### src/rtl/mem_stage_pkg.sv
// Shared types and default widths for the memory-stage controller.
package mem_stage_pkg;

   typedef enum logic [1:0] {
      IDLE,
      BUSY,
      RESP,
      ERR
   } state_t;

   typedef enum logic {
      OP_RD,
      OP_WR
   } op_t;

   localparam int DEF_DATA_W  = 16;
   localparam int DEF_ADDR_W  = 16;
   localparam int DEF_TIMEOUT = 63;
   localparam int DEF_CNT_W   = 16;

endpackage

### src/rtl/mem_stage_ctrl_sat_counter.sv
// Up-counter that sticks at all-ones instead of wrapping.
module sat_counter #(
   parameter int W = 16
) (
   input  logic         clk,
   input  logic         rst,
   input  logic         inc,
   output logic [W-1:0] count
);

   always_ff @(posedge clk) begin
      if (rst) begin
         count <= '0;
      end else if (inc && (count != '1)) begin
         count <= count + W'(1);
      end
   end

endmodule

### src/rtl/mem_stage_ctrl.sv
// Memory-stage controller: holds one load/store toward a multi-cycle memory,
// stalls the pipeline meanwhile, and reports errors and hit/miss statistics.
module mem_stage_ctrl
   import mem_stage_pkg::*;
#(
   parameter int DATA_W      = DEF_DATA_W,
   parameter int ADDR_W      = DEF_ADDR_W,
   parameter int ALIGN_CHECK = 1,
   parameter int TIMEOUT     = DEF_TIMEOUT,
   parameter int CNT_W       = DEF_CNT_W
) (
   input  logic              clk,
   input  logic              rst,
   input  logic              req_rd,
   input  logic              req_wr,
   input  logic [ADDR_W-1:0] req_addr,
   input  logic [DATA_W-1:0] req_wdata,
   input  logic              createdump,
   output logic [ADDR_W-1:0] mem_addr,
   output logic [DATA_W-1:0] mem_wdata,
   output logic              mem_rd,
   output logic              mem_wr,
   output logic              mem_createdump,
   input  logic [DATA_W-1:0] mem_rdata,
   input  logic              mem_done,
   input  logic              mem_hit,
   input  logic              mem_err,
   output logic [DATA_W-1:0] rd_data,
   output logic              resp_valid,
   output logic              cache_hit,
   output logic              pipe_stall,
   output logic              err,
   output logic [CNT_W-1:0]  hit_count,
   output logic [CNT_W-1:0]  miss_count
);

   localparam int WD_W = $clog2(TIMEOUT + 1);
   localparam logic [WD_W-1:0] TIMEOUT_V = WD_W'(TIMEOUT);

   state_t          state;
   op_t             op;
   logic [WD_W-1:0] wdog;
   logic            req_any;
   logic            req_bad;
   logic            timeout_hit;
   logic            hit_inc;
   logic            miss_inc;

   assign req_any     = req_rd | req_wr;
   assign req_bad     = (req_rd & req_wr) | ((ALIGN_CHECK != 0) && req_addr[0]);
   // wdog holds the number of BUSY cycles already completed, so this fires on the TIMEOUT-th one
   assign timeout_hit = ((wdog + WD_W'(1)) == TIMEOUT_V);
   assign hit_inc     = (state == BUSY) & mem_done & mem_hit;
   assign miss_inc    = (state == BUSY) & mem_done & ~mem_hit;

   assign pipe_stall     = ~rst & (((state == IDLE) & req_any) | (state == BUSY));
   assign mem_createdump = createdump;

   always_ff @(posedge clk) begin
      if (rst) begin
         state      <= IDLE;
         op         <= OP_RD;
         wdog       <= '0;
         mem_addr   <= '0;
         mem_wdata  <= '0;
         mem_rd     <= 1'b0;
         mem_wr     <= 1'b0;
         rd_data    <= '0;
         resp_valid <= 1'b0;
         cache_hit  <= 1'b0;
         err        <= 1'b0;
      end else begin
         resp_valid <= 1'b0;
         case (state)
            IDLE: begin
               if (req_any) begin
                  if (req_bad) begin
                     state      <= ERR;
                     err        <= 1'b1;
                     resp_valid <= 1'b1;
                     rd_data    <= '0;
                  end else begin
                     state     <= BUSY;
                     op        <= req_wr ? OP_WR : OP_RD;
                     mem_addr  <= req_addr;
                     mem_wdata <= req_wdata;
                     mem_rd    <= req_rd;
                     mem_wr    <= req_wr;
                     wdog      <= '0;
                  end
               end
            end
            BUSY: begin
               wdog <= wdog + WD_W'(1);
               // a memory error outranks a simultaneous completion
               if (mem_err || (timeout_hit && !mem_done)) begin
                  state      <= ERR;
                  mem_rd     <= 1'b0;
                  mem_wr     <= 1'b0;
                  err        <= 1'b1;
                  resp_valid <= 1'b1;
                  rd_data    <= '0;
               end else if (mem_done) begin
                  state      <= RESP;
                  mem_rd     <= 1'b0;
                  mem_wr     <= 1'b0;
                  resp_valid <= 1'b1;
                  cache_hit  <= mem_hit;
                  if (op == OP_RD) begin
                     rd_data <= mem_rdata;
                  end
               end
            end
            RESP: begin
               state <= IDLE;
            end
            ERR: begin
               state <= ERR;
            end
            default: begin
               state <= IDLE;
            end
         endcase
      end
   end

   sat_counter #(.W(CNT_W)) u_hit_count (
      .clk   (clk),
      .rst   (rst),
      .inc   (hit_inc),
      .count (hit_count)
   );

   sat_counter #(.W(CNT_W)) u_miss_count (
      .clk   (clk),
      .rst   (rst),
      .inc   (miss_inc),
      .count (miss_count)
   );

endmodule

### config.mk
export PLATFORM = sky130hd
export DESIGN_NAME = mem_stage_ctrl
export DESIGN_NICKNAME = d
export VERILOG_FILES = /design/src/rtl/mem_stage_pkg.sv /design/src/rtl/mem_stage_ctrl_sat_counter.sv /design/src/rtl/mem_stage_ctrl.sv
export SDC_FILE = /design/constraint.sdc
export NUM_CORES = 1
export LEC_CHECK = 0
export CAP_MARGIN = 20
export CELL_PAD_IN_SITES_DETAIL_PLACEMENT = 0
export CELL_PAD_IN_SITES_GLOBAL_PLACEMENT = 1
export CORE_AREA = 2 2 119 121
export CTS_BUF_LIST = sky130_fd_sc_hd__clkbuf_4
export CTS_CLUSTER_DIAMETER = 50
export DETAILED_ROUTE_END_ITERATION = 8
export DIE_AREA = 0 0 121 123
export GPL_TIMING_DRIVEN = 0
export MAX_ROUTING_LAYER = met4
export PLACE_DENSITY_LB_ADDON = 0.08
export SLEW_MARGIN = 5
export SYNTH_ARGS = -nofsm -noshare
export SYNTH_HDL_FRONTEND = slang
export SYNTH_SLANG_ARGS = --single-unit
### constraint.sdc
create_clock -name clk -period 1.8 [get_ports clk]
set_input_delay 0.18 -clock clk [delete_from_list [all_inputs] [get_ports clk]]
set_output_delay 0.18 -clock clk [all_outputs]
set_load 0.05 [all_outputs]
==> results.md, run 1 <==
- Critical Path AT: around 2.1 ns
- Slowest CP cell: dlygate4sd3_1
- Die Span Y: ~120 um
- Cell taking the most area after synthesis: dfxtp_1
- YS warnings: 0
- Antenna violations before repair: 0
- Placed cell areas: between 5000 and 6000 um2
- Drt wl/cell: approximately 14 um
- Routed vias: about 3700
- Die width: between 100 and 150 um
- DRT iter0 DRCs: 145
- DIE AREA: between 10000 and 15000 um2
- Post-route ant nets: 0
- Synthesized netlist cell count: approximately 460
- Crit-path max cell delay: 0.54 ns
- Clock buffer count from CTS: 9
- Total Neg Setup Slack: 0 ns
- Synth Register Bits: between 90 and 100
- Fin nets: around 670
- Post-synth top cells: dfxtp_1, nand2_1, nor2_1
- Final Cell Area: roughly 5800 um2
- Core area: 13600 um2
- Netlist cell types: 52
- Routability cong.: ~0.75
- EDFF count, synth: 0
- CP cell instances: dlygate4sd3_1 > buf_2 > xnor2_2 > or4_1 > clkbuf_1 > buf_2 > nand2_1 > a21oi_1
- Layout cells sized above 1: 0.129
- IO Port Bufs: approximately 140
- First-pass GRT wire length: about 18 mm
- Post-synth top area share: 0.472
- Vias per inst: roughly 4.7
- Startpoint Class: input port
- I/O pins: roughly 140
- Clock slew at reported path FFs: ~0.14 ns
- Status: complete, no violations
- Post-layout worst setup margin: ~0.080 ns
- MaxCap Viol Count: 0
- Root Driver: clkbuf_4
- Leak pwr: ~2.4 nW
- FILL cells: 1410
- Crit Path Category: input port to flip-flop
- Post-placement cell count: around 780
- Critical path endpoint category: flip-flop
- Slew Viols, Final: 0
- Tmin final: roughly 1.7 ns
- Top cells by area, synth: dfxtp_1, nand2_1, a21oi_1
- Multi-input gate area: just over 2000 um2
- P&R area growth vs syn: 45.5%
- Syn avg cell area: a little under 9 um2
- Slew @ Worst Pin: 0.594 ns
- Post-Layout Cell Count: slightly below 800
- Hold Crit Class: input port to flip-flop
- Ys async rst share: 0
- Hold Vio Cnt, Final: 0
- Required @ worst endpoint: 2.13 ns
- Syn_nets: 516
- CP max FO: 10
- # rows: 43
- Antenna diodes: 0
- Place WS: -0.325 ns
- Initial Utilization: 0.293
- Share of the yosys chip area belonging to registers: 0.472
- # DRC: 0
- Final core occ: 0.426
- Relative slew slack: 0.604
- WP buf/inv: 4
- PD cells: around 700 nW/um2
- Ys flop type: dfxtp_1
- Register area: roughly 1900 um2
- Routed wire length: ~11 mm
- H-tree depth: 3
- CP top delay family: buffers and inverters
- Skew final: around 0.011 ns
- Netlist Area Pre-Place: 3990 um2
- Tcrit/Tclk final: 0.955
- Most common cell in the netlist: dfxtp_1
- Clock Path Buffers: 2
- CTS tree: done
- VDD IR-drop max: roughly 0.28 mV
- Worst-Skew Late Latency: about 0.46 ns
- Fmax: about 580 MHz
- # setup viols final: 0
- GRT overflow: 0
- Most used cell, CP: buf_2
- GRT Total Usage: 0.155
- Final HPWL DP: 8.35 mm
- Number of global-route vias before repair: 3462
- Largest net degree at the start of global routing: 16
- Clock sink total: between 90 and 100
- Drt pass-1 iters: 4
==> metrics by stage <==
step,total power [mW],hold slack [ns]
finish,4.17,0.104
global route,4.39,0.0964
CTS,4.25,0.0651
detailed placement,2.96,0.446
global placement,2.96,0.442
floorplan,2.65,0.276
==> worst paths after layout <==
path,start,end,slack [ns],cells after the start
max,req_wr,mem_wdata[4],0.08,8
min,rst,u_hit_count.count[10],0.10,3
max reg2reg,wdog[1],rd_data[5],0.10,7
min reg2reg,mem_wdata[1],mem_wdata[1],0.46,2
==> cell usage in the layout, fill, tap and decap left out, types with 6 or more instances in the layout <==
master	netlist	final
nand3_1	12	12
buf_2	8	7
inv_1	7	7
nor3_1	8	6
a21oi_1	47	47
dlygate4sd2_1	0	85
nand2_1	80	80
nor2_1	50	50
dfxtp_2	0	16
clkbuf_4	0	10
clkbuf_1	11	9
a311oi_1	6	6
a211oi_1	12	7
o21ai_0	8	8
and3_1	7	6
xnor2_1	23	22
clkdlybuf4s50_1	0	53
a22o_1	16	16
dfxtp_1	94	76
==> cell type report <==
class,count,share of cell area
plain buffers,22,0.0216
multi-input cells,331,0.353
well taps,180,0.0389
clock buffers,9,0.0117
flip-flops and latches,94,0.329
clock inverters,7,0.0153
repair buffers,142,0.226
inverters,7,0.00453
==> routing by layer <==
layer  part of all wire  vias to the layer above  track usage
met5                  0                        -            -
met1               0.47                     1710        0.202
met2               0.45                       89        0.233
li1                   -                     1905            -
met4              0.022                        0       0.0690
met3              0.050                       19       0.0300
==> flip-flops by register name, summed over array words and instances, names as in the netlist <==
| name | count |
|---|---|
| mem_addr | 16 |
| u_miss_count.count | 16 |
| resp_valid | 1 |
| wdog | 6 |
| u_hit_count.count | 16 |
| state | 2 |
| mem_wdata | 16 |
| err | 1 |
| cache_hit | 1 |
| op | 1 |
| mem_rd | 1 |
| mem_wr | 1 |
| rd_data | 16 |
==> cell families after synthesis <==
| group | after synthesis | share of synthesized area |
|---|---|---|
| and+or+nand+nor | 195 | 0.241 |
| adders and majority gates | 5 | 0.0154 |
| AOI/OAI and AO/OA | 102 | 0.167 |
| muxes | 2 | 0.00502 |
| buffers and inverters | 31 | 0.0383 |
| DFF | 94 | 0.472 |
| xor gates and xnor gates | 27 | 0.0612 |
==> worst min-delay path, cell delays in order <==
cell and delay (ns):
buf_6 0.12, nor2_1 0.08, a31o_2 0.15
==> power by group <==
group / switching, mW / internal, mW
registers: 0.0427 / 2.14
logic: 0.442 / 0.264
clock network: 0.727 / 0.553
==> what timing repair did <==
item / in CTS / in global routing
endpoints found under the hold margin: 1 / 0
endpoints found under the setup margin: 119 / 48
buffers inserted: 0 / 2
resized for setup: 99 / 16
hold buffers: 1 / 0
pin swaps: 2 / 5
Note: power is estimated with default switching activity, not from simulation.
==> run 2, diff against run 1 <==
- CORE_AREA: 2 2 119 121 -> 2 2 121 123
- CTS_BUF_LIST: sky130_fd_sc_hd__clkbuf_4 -> sky130_fd_sc_hd__clkbuf_16
- DIE_AREA: 0 0 121 123 -> 0 0 123 125
- GPL_TIMING_DRIVEN: 0 -> default
==> run 2 against run 1 <==
Effect of this change: non-clock buffer count up 15; count of clock-buffer cells in the layout unchanged; utilization up 1.0 points; critical path depth down 7; combinational power up 12%; critical endpoint is now hit_count[15]; clock skew down 0.0050 ns; sequential share of layout area down 2.3 points.
==> results.md, run 2 (same netlist as run 1, synthesis figures left out) <==
- Status: complete, no violations
- Clock sink total: 94
- Hold Buf Count CTS: 0
- Drt pass-1 iters: 4
- Slew Viols, Final: 0
- Most common cell after layout, fill and taps aside: clkdlybuf4s50_1
- Critical Path AT: around 1.6 ns
- Antenna diodes: 0
- CP top delay family: buffers and inverters
- Antenna violations before repair: 0
- CP max FO: 4
- IO Port Bufs: 140
- Post-layout worst setup margin: 0.0375 ns
- Relative slew slack: 0.639
- CTS tree: done
- Critical path endpoint category: output pin
- Leak pwr: approximately 2.4 nW
- # DRC: 0
- First-pass GRT wire length: ~18 mm
- H-tree depth: 3
- Largest net degree at the start of global routing: 34
- Hold Crit Class: input port to flip-flop
- Crit-path max cell delay: between 0.8 and 0.9 ns
- Sw Ratio: 0.258
- Vias per inst: around 4.6
- Number of global-route vias before repair: between 3000 and 4000
- DRT iter0 DRCs: roughly 190
- Place WS: -0.286 ns
- Hold Vio Cnt, Final: 0
- RSZ-0062 raised after global routing: true
- Slowest CP cell: clkdlybuf4s50_1
- MaxCap Viol Count: 0
- Drt wl/cell: 14.2 um
- # setup viols final: 0
- Core area: 14200 um2
- Startpoint Class: flip-flop
- Clock network fraction of total power: 0.401
- Most frequent cells in the layout: clkdlybuf4s50_1, nand2_1, dfxtp_1
- Clock buffer count from CTS: 9
- Crit Path Category: flip-flop to output pin
- DIE AREA: about 15000 um2
- Met1 Usage GRT: 0.205
- WP buf/inv: 1
- Fmax: 567 MHz
- PD cells: between 800 and 900 nW/um2
- Routed wire length: 11.5 mm
- Post-route ant nets: 0
- Combinational cell fraction of total power: 0.159
- Required @ worst endpoint: between 1.5 and 2 ns
- Fin nets: slightly below 700
- GRT Total Usage: 0.154
- Tmin final: about 1.8 ns
- Internal: 3.68 mW
- Tcrit/Tclk final: 0.979
- Layout cells sized above 1: 0.148
- Worst-Skew Late Latency: around 0.34 ns
- CP cell instances: clkdlybuf4s50_1
- Grt peak-use layer: met2
- VDD IR-drop max: ~0.33 mV
- Root Driver: clkbuf_16
- Skew final: just over 0.006 ns
- # rows: 44
- Met2 GRT Util: 0.233
- Clock Path Buffers: 2
- Fin Hold WS: roughly 0.21 ns
- Routability cong.: roughly 0.78
- I/O pins: ~140
- P&R area growth vs syn: 55.5%
- Final HPWL DP: 8.30 mm
- Grt met3 use: 0.0274
- GRT overflow: 0
- Die Span Y: around 130 um
- Slew @ Worst Pin: between 0.5 and 0.6 ns
- Initial Utilization: 0.281
- Clock slew at reported path FFs: 0.06 ns
- Die width: 123 um
- Sequential power share: 0.440
- Routed vias: around 3800
- Psw: roughly 1.3 mW
run 2: changes by cell type in the layout (fill, tap and decap cells not counted), moves of 9 or more:
cell / before / now
buf_4: 5 / 40
clkbuf_1: 9 / 0
clkbuf_16: 0 / 9
clkbuf_4: 10 / 0
clkdlybuf4s50_1: 53 / 119
dlygate4sd2_1: 85 / 8
run 2: power by group through the flow:
| stage | Clock (mW) | Combinational [mW] | Sequential [mW] |
|---|---|---|---|
| 5_1_grt | 2.18 | 0.847 | 2.19 |
| 4_1_cts | 2.08 | 0.787 | 2.18 |
| 6_report | 1.99 | 0.790 | 2.18 |
| 3_3_place_gp | 0 | 0.777 | 2.23 |
| 3_5_place_dp | 0 | 0.778 | 2.23 |
| 2_1_floorplan | 0 | 0.244 | 2.41 |
run 2: cell type report:
cell class              instances  area [um2]
flip-flops and latches         94        1900
clock inverters                 7        82.6
well taps                     184         230
fillers                      1399        8010
multi-input cells             331        1990
clock buffers                   9         225
repair buffers                179        1740
inverters                       7        26.3
run 2: routing by layer:
metal / vias up / part of all wire
li1: 1925 / -
met1: 1758 / 0.47
met2: 77 / 0.46
met3: 11 / 0.048
met4: 0 / 0.014
met5: - / 0
run 2: final timing paths:
| kind | startpoint | endpoint | slack [ns] | depth (start not counted) |
|---|---|---|---|---|
| setup reg to reg | wdog[0] | rd_data[5] | 0.08 | 7 |
| hold / removal | rst | u_hit_count.count[0] | 0.21 | 2 |
| setup / recovery | u_hit_count.count[15] | hit_count[15] | 0.04 | 1 |
| hold reg to reg | mem_wdata[10] | mem_wdata[10] | 0.45 | 2 |
run 2: per-stage QoR:
| step | cell area (um2) | power [mW] | std cells | TNS [ns] | utilization |
|---|---|---|---|---|---|
| after CTS | 6140 | 5.05 | 810 | 0 | 0.432 |
| after global routing | 6200 | 5.21 | 811 | -0.496 | 0.436 |
| after detailed placement | 5820 | 3.01 | 793 | -7.49 | 0.410 |
| final | 6200 | 4.96 | 811 | 0 | 0.436 |
| after global placement | 5820 | 3.00 | 793 | -6.60 | 0.410 |
| after floorplan | 4010 | 2.65 | 456 | -0.00381 | - |
run 2: what timing repair did:
item / in CTS / in global routing
pin swaps: 1 / 3
buffers inserted: 1 / 1
gates resized for setup: 9 / 11
setup endpoints to repair: 24 / 26
hold endpoints to repair: 0 / 0
==> run 3, diff against run 2 <==
- ABC_AREA: default -> 1
- CORE_AREA: 2 2 121 123 -> 2 2 117 119
- DIE_AREA: 0 0 123 125 -> 0 0 119 121
- clock period: 1.8 -> 2.1 ns (I/O delays scaled with it)
==> run 3 against run 2 <==
Effect of this change: register-to-register slack better by 0.15 ns; count of clock-buffer cells in the layout stayed put; utilization is 4.9 points higher; synthesized area is 9.8% higher; non-clock buffer count is 20 lower; synthesized cell count is 38% higher; critical path type is now flip-flop to flip-flop.
==> results.md, run 3 <==
- Fin Hold WS: between 0.2 and 0.3 ns
- Required @ worst endpoint: 2.32 ns
- RR Endpoint: rd_data[9]
- Drt pass-1 iters: 4
- Drt wl/cell: around 13 um
- Skew final: a little over 0.009 ns
- Tmin final: approximately 1.9 ns
- IO Port Bufs: 140
- Worst hold start: rst
- Hold Crit Class: input port to flip-flop
- Root Driver: clkbuf_16
- # DRC: 0
- Routed vias: roughly 4500
- GRT overflow: 0
- Critical Path AT: 2.10 ns
- P&R area growth vs syn: 45.1%
- Clock buffer count from CTS: 9
- Internal: between 3 and 4 mW
- GRT Total Usage: 0.180
- CP max FO: 16
- Status: complete, no violations
- CTS tree: done
- Slew @ Worst Pin: around 0.55 ns
- R2R depth: 9
- Psw: 2.01 mW
- VDD IR-drop max: around 0.38 mV
- Syn_nets: 690
- Cell taking the most area after synthesis: dfxtp_1
- Hold Vio Cnt, Final: 0
- Post-route ant nets: 0
- EDFF count, synth: 0
- Critical path endpoint category: flip-flop
- Final Cell Area: ~6300 um2
- First-pass GRT wire length: between 20 and 25 mm
- Relative slew slack: 0.632
- Synthesized netlist cell count: 630
- Final core occ: 0.485
- Slew Viols, Final: 0
- Number of global-route vias before repair: around 4300
- Sw Ratio: 0.350
- Hold Buf Count CTS: 0
- # rows: 42
- Worst r2r src: wdog[1]
- DRT iter0 DRCs: 232
- Sequential power share: 0.362
- Routed wire length: about 13 mm
- Register area: around 1900 um2
- Most common cell in the netlist: nor2_1
- Antenna violations before repair: 0
- Syn avg cell area: between 6 and 7 um2
- Netlist cell types: 34
- Die width: 119 um
- Synth Register Bits: between 90 and 100
- Placed cell areas: 5980 um2
- Post-synth top area share: 0.430
- Leak pwr: roughly 2.4 nW
- DIE AREA: about 14000 um2
- Multi-input gate area: 2130 um2
- FILL cells: 1358
- Startpoint Class: flip-flop
- Fmax: around 530 MHz
- Hold Path Sink: rd_data[3]
- Post-layout worst setup margin: roughly 0.23 ns
- YS warnings: 0
- Crit Path Category: flip-flop to flip-flop
- Clock slew at reported path FFs: around 0.07 ns
- Reg2Reg Setup Slack: about 0.23 ns
- Most common cell after layout, fill and taps aside: clkdlybuf4s50_1
- Most frequent cells in the layout: clkdlybuf4s50_1, nor2_1, nand2_1
- Clock network fraction of total power: 0.326
- Netlist Area Pre-Place: 4370 um2
- Largest net degree at the start of global routing: 47
- Ys async rst share: 0
- Final HPWL DP: between 8 and 9 mm
- Layout cells sized above 1: 0.0659
- RSZ-0062 raised after global routing: false
- H-tree depth: 3
- # setup viols final: 0
- Fin nets: approximately 830
- Combinational cell fraction of total power: 0.312
- Worst-Skew Late Latency: 0.35 ns
- Top cells by area, synth: dfxtp_1, nor2_1, nand2_1
- Share of the yosys chip area belonging to registers: 0.430
- Tcrit/Tclk final: 0.892
- Vias per inst: approximately 4.7
- WHS Path Cells: 2
- Clock Path Buffers: 2
- Post-synth top cells: nor2_1, nand2_1, dfxtp_1
- Routability cong.: approximately 0.8
- Die Span Y: approximately 120 um
- Clock sink total: 94
- Core area: about 13000 um2
- Ys flop type: dfxtp_1
- MaxCap Viol Count: 0
- PD cells: roughly 900 nW/um2
- Antenna diodes: 0
- I/O pins: between 100 and 150
- Place WS: -0.163 ns
- Initial Utilization: 0.334
## run 3: cell types whose count changed after synthesis, moves of 7 or more
| cell | change |
|---|---|
| nor2_1 | +66 |
| inv_1 | +53 |
| nand3_1 | +43 |
| o21ai_0 | +36 |
| nand2_1 | +31 |
| nand4_1 | +20 |
| a22o_1 | -16 |
| xnor2_1 | -16 |
| a211oi_1 | -11 |
| a21oi_1 | -11 |
| nor3_1 | +9 |
| clkbuf_1 | +7 |
## run 3: worst max-delay path by stage
stage / slack, ns / cells past startpoint / to / from
5_1_grt: 0.01 / 12 / rd_data[12] / wdog[0]
2_1_floorplan: 0.13 / 11 / u_hit_count.count[4] / u_hit_count.count[0]
6_report: 0.23 / 9 / rd_data[9] / wdog[1]
3_3_place_gp: -0.07 / 9 / rd_data[1] / req_rd
4_1_cts: 0.13 / 7 / rd_data[14] / state[0]
3_5_place_dp: -0.16 / 9 / rd_data[14] / req_rd
## run 3: worst max-delay path, cell delays in order, from the launching register on
cell and delay, ns:
dfxtp_1 0.43, ha_1 0.24, nand3_1 0.13, xnor2_2 0.23, nand3_4 0.17, nand4_1 0.11
buf_4 0.21, nand3_1 0.10, nand2_1 0.08, nor2_1 0.04
## run 3: cells by family (layout without fill, tap and decap cells)
logic type               after synthesis  after routing  synth area share
XOR/XNOR                              15             15            0.0300
buffers and inverters                 94            238            0.0887
flip-flops                            94             94             0.430
adder cells (fa/ha/maj)                4              4            0.0114
AO/OA/AOI/OAI                         87             87             0.103
AND/OR/NAND/NOR                      336            336             0.336
## run 3: layout make-up
type	instances	area share
well taps	176	0.0347
inverters	63	0.0373
flip-flops and latches	94	0.297
clock buffers	9	0.0355
multi-input cells	442	0.336
clock inverters	7	0.0177
repair buffers	159	0.242
## run 3: power groups by stage
stage / Clock (mW) / Sequential [mW] / Combinational (mW)
3_3_place_gp: 0 / 2.11 / 1.77
3_5_place_dp: 0 / 2.11 / 1.80
4_1_cts: 1.93 / 2.08 / 1.80
2_1_floorplan: 0 / 2.67 / 0.638
5_1_grt: 1.99 / 2.10 / 1.94
6_report: 1.87 / 2.08 / 1.79
## run 3: repair_timing
item,CTS,global route
buffers inserted,0,0
gates resized for setup,0,4
setup endpoints to repair,0,16
## run 3: metrics by stage
stage	total power, mW	std cells	TNS, ns
floorplan	3.31	630	0
global placement	3.88	934	-0.919
detailed placement	3.91	934	-2.17
CTS	5.81	950	0
global route	6.04	950	0
finish	5.74	950	0
## run 3: per-layer routing
metal / track usage / vias up / part of all wire
met5: - / - / 0
met4: 0.0647 / 0 / 0.014
met3: 0.0465 / 10 / 0.058
met2: 0.289 / 104 / 0.47
met1: 0.220 / 2054 / 0.46
li1: - / 2322 / -
==> RTL edit 1, RTL diff (flow settings as in run 3) <==
The 4 states of `state_t` get a Gray code encoding in 2 bits.
--- a/src/rtl/mem_stage_pkg.sv
+++ b/src/rtl/mem_stage_pkg.sv
@@ -3,8 +3,8 @@
 
    typedef enum logic [1:0] {
-      IDLE,
-      BUSY,
-      RESP,
-      ERR
+      IDLE = 2'b00,
+      BUSY = 2'b01,
+      RESP = 2'b11,
+      ERR  = 2'b10
    } state_t;
 
Check against the original RTL: same outputs for any inputs over 4 cycles, from zero or initial values and one cycle with rst high; so few cycles prove little.
==> RTL edit 1 against run 3 <==
- final cell count down 4.2%
- non-clock buffer count up 1
- sequential cell count unchanged
- design area down 2.3%
- largest cell class unchanged
- synthesized cell count down 7.8%
- count of clock-buffer cells in the layout unchanged
- synthesized area down 3.7%
- wire length down 8.0%
- setup slack worse by 0.0087 ns
- sequential share of layout area up 0.67 points
- power down 19%
- hold slack better by 0.046 ns
==> RTL edit 1: results <==
export IMPL_status="completed"
export IMPL_synth_compound_area_frac=0.133
export IMPL_vias=4197
export IMPL_max_slew_margin=0.648
export IMPL_fin_skew_ns=0.00510
export IMPL_avgSynthCellArea_um2=7.25
export IMPL_timing_final_crit_share=0.896
export IMPL_place_ws_ns=0.173
export IMPL_crit_fanout=17
export IMPL_synth_area_leaders="dfxtp_1 45%, nor2_1 9.8%, nand2_1 9.7%"
export IMPL_intPower_mw=3.28
export IMPL_wirelength_um=11600
export IMPL_grt_total_usage=0.166
export IMPL_drt_iter0_drc=258
export IMPL_drive_gt1_frac=0.0695
export IMPL_r2r_end="rd_data[13]"
export IMPL_irDropWorstVdd_v=0.000378
export IMPL_n_fill_cell=1301
export IMPL_ys_seq_area_frac=0.447
export IMPL_power_leakage_nw=2.30
export IMPL_area_delta_synth_final_pct=47.3
export IMPL_n_antenna_cell=0
export IMPL_synthAdderAreaFrac=0.0178
export IMPL_grt_max_degree=41
export IMPL_placed_area_um2=5880
export IMPL_grt_pass1_vias=3962
export IMPL_routabilityCongestion=0.866
export IMPL_layout_nets=791
export IMPL_yosys_cell_types_count=33
## RTL edit 1: critical path: cells and delay by family, from the launching register on
family / cells / cell delay (ns)
compound gates: 1 / 0.06
xor+xnor: 1 / 0.27
fa+ha+maj: 1 / 0.23
flops: 1 / 0.43
simple gates: 5 / 0.78
## RTL edit 1: timing repair
action / in CTS / in global routing
setup buffers: 0 / 0
resized for setup: 0 / 3
setup endpoints to repair: 0 / 7
## RTL edit 1: layout make-up
class / instances / area share
clock inverter: 7 / 0.0129
multi-input combinational: 419 / 0.331
clock buffer: 9 / 0.0363
tap: 176 / 0.0355
timing repair buffer: 160 / 0.253
inverter: 45 / 0.0279
sequential: 94 / 0.304
## RTL edit 1: power groups by stage
| stage | logic (mW) | clock network (mW) | registers (mW) |
|---|---|---|---|
| 2_1_floorplan | 0.336 | 0 | 2.28 |
| 3_5_place_dp | 1.03 | 0 | 1.97 |
| 4_1_cts | 1.04 | 1.76 | 1.94 |
| 6_report | 1.03 | 1.70 | 1.94 |
| 5_1_grt | 1.11 | 1.83 | 1.95 |
| 3_3_place_gp | 1.03 | 0 | 1.97 |
## RTL edit 1: worst min-delay path by stage
stage                      start              to  slack (ns)  cells past startpoint
finish                       rst     rd_data[15]        0.32                      3
floorplan           req_addr[15]    mem_addr[15]        0.34                      2
global placement      createdump  mem_createdump        0.42                      0
CTS                          rst     rd_data[14]        0.32                      3
global route                 rst     rd_data[15]        0.35                      3
detailed placement    createdump  mem_createdump        0.42                      0
## RTL edit 1: metal layers
metal,GRT usage,vias to the layer above,share of wire
met5,-,-,0
met4,0.0677,0,0.017
met3,0.0357,14,0.045
met2,0.267,88,0.48
met1,0.205,1920,0.46
li1,-,2175,-
==> RTL edit 2, RTL diff (config.mk and constraints of run 3) <==
Without the edit above. Change the package constant `DEF_DATA_W` from 16 to 18.
--- a/src/rtl/mem_stage_pkg.sv
+++ b/src/rtl/mem_stage_pkg.sv
@@ -14,5 +14,5 @@
    } op_t;
 
-   localparam int DEF_DATA_W  = 16;
+   localparam int DEF_DATA_W  = 18;
    localparam int DEF_ADDR_W  = 16;
    localparam int DEF_TIMEOUT = 63;
Interface: changed (resized mem_rdata, mem_wdata, rd_data and req_wdata); port bits go from 143 to 151. The function was not compared with the original's and may differ.
==> RTL edit 2 against run 3 <==
- largest cell class unchanged
- wire length fell by 4.2%
- sequential cell count rose by 4
- first-iteration DRC count fell by 19%
- power fell by 4.0%
- sequential power rose by 3%
- design area rose by 3.2%
- synthesized area rose by 6.0%
- critical path type unchanged
- setup slack improved by 0.012 ns
- final cell count rose by 4.4%
- non-clock buffer count fell by 1
- die area did not move
==> RTL edit 2: results <==
export IMPL_whs_endpoint="mem_createdump"
export IMPL_holdPathStages=0
export IMPL_wire_per_inst_um=12.2
export IMPL_r2r_end="rd_data[12]"
export IMPL_min_path_type="in2out"
export IMPL_whs_ns=0.421
export IMPL_vias=4421
export IMPL_syn_num_nets=731
export IMPL_status="completed"
export IMPL_routabilityCongestion=0.800
export IMPL_hpwl_um=8710
export IMPL_r2r_start="wdog[1]"
export IMPL_ff2ff_path_depth=8
export IMPL_synth_area_leaders="dfxtp_1 42%, nor2_1 12%, nand2_1 10%"
export IMPL_hold_path_startpoint="createdump"
export IMPL_crit_fanout=36
export IMPL_tightest_slew_ns=0.582
export IMPL_drt_iter0_drc=187
export IMPL_drive_gt1_frac=0.0858
export IMPL_ys_seq_area_frac=0.423
export IMPL_n_fill_cell=1316
export IMPL_port_buffers=148
export IMPL_synthTopCellsByCount="146 x nor2_1, 127 x nand2_1, 98 x dfxtp_1"
export IMPL_clockBufferDepth=2
export IMPL_power_leakage_nw=2.62
export IMPL_irDropWorstVdd_v=0.000380
export IMPL_placed_area_um2=6280
export IMPL_largest_registers="mem_wdata x18, rd_data x18"
export IMPL_layout_nets=875
export IMPL_fin_skew_ns=0.00927
export IMPL_grt_max_degree=49
export IMPL_n_antenna_cell=0
export IMPL_grt_total_usage=0.177
export IMPL_grt_first_pass_wirelength_um=20400
RTL edit 2: changes by cell type in the layout (fill, tap and decap cells not counted), moves of 14 or more:
cell / run 3 / this run
inv_1: 60 / 79
nand2_1: 111 / 127
nand2_2: 0 / 14
nand3_1: 55 / 22
nand4_1: 25 / 6
nor2_1: 114 / 145
nor2_2: 3 / 20
RTL edit 2: per-layer routing:
layer | track usage | up-vias | wire length, um
met3 | 0.0348 | 16 | 512
met5 | - | - | 0
met4 | 0.0677 | 0 | 227
li1 | - | 2352 | -
met1 | 0.216 | 1948 | 5590
met2 | 0.293 | 105 | 5740
RTL edit 2: final cells by class:
type	instances	share of cell area
timing repair buffer	158	0.241
tap	176	0.0336
inverter	82	0.0470
multi-input combinational	462	0.337
sequential	98	0.300
clock inverter	7	0.00707
clock buffer	9	0.0344
RTL edit 2: worst max-delay path by stage:
stage	from	endpoint	slack, ns	cells after the start
detailed placement	mem_done	rd_data[12]	0.14	9
global route	wdog[1]	rd_data[3]	0.005	9
global placement	mem_done	rd_data[16]	0.20	9
CTS	wdog[1]	rd_data[12]	0.21	8
finish	wdog[1]	rd_data[12]	0.24	8
floorplan	u_miss_count.count[0]	u_miss_count.count[0]	0.26	8
RTL edit 2: kinds of logic after synthesis:
logic type,count (synthesis),synth area share
flip-flops,98,0.423
adder cells (fa/ha/maj),4,0.0108
AND/OR/NAND/NOR,353,0.335
AO/OA/AOI/OAI,89,0.0982
XOR/XNOR,16,0.0319
buffers and inverters,107,0.101
RTL edit 2: metrics by stage:
step	cells	util	power (mW)	setup WS, ns
floorplan	667	-	3.46	0.256
global placement	976	0.480	4.01	0.202
detailed placement	976	0.480	4.04	0.144
CTS	992	0.500	5.60	0.207
global route	992	0.500	5.84	0.00513
finish	992	0.500	5.51	0.239
RTL edit 2: power by group:
part           switching [mW]  leakage (nW)  total (mW)  internal, mW
Sequential              0.102         0.800        2.15          2.05
Combinational            1.21          1.70        1.83         0.622
Clock                   0.731         0.119        1.53         0.797
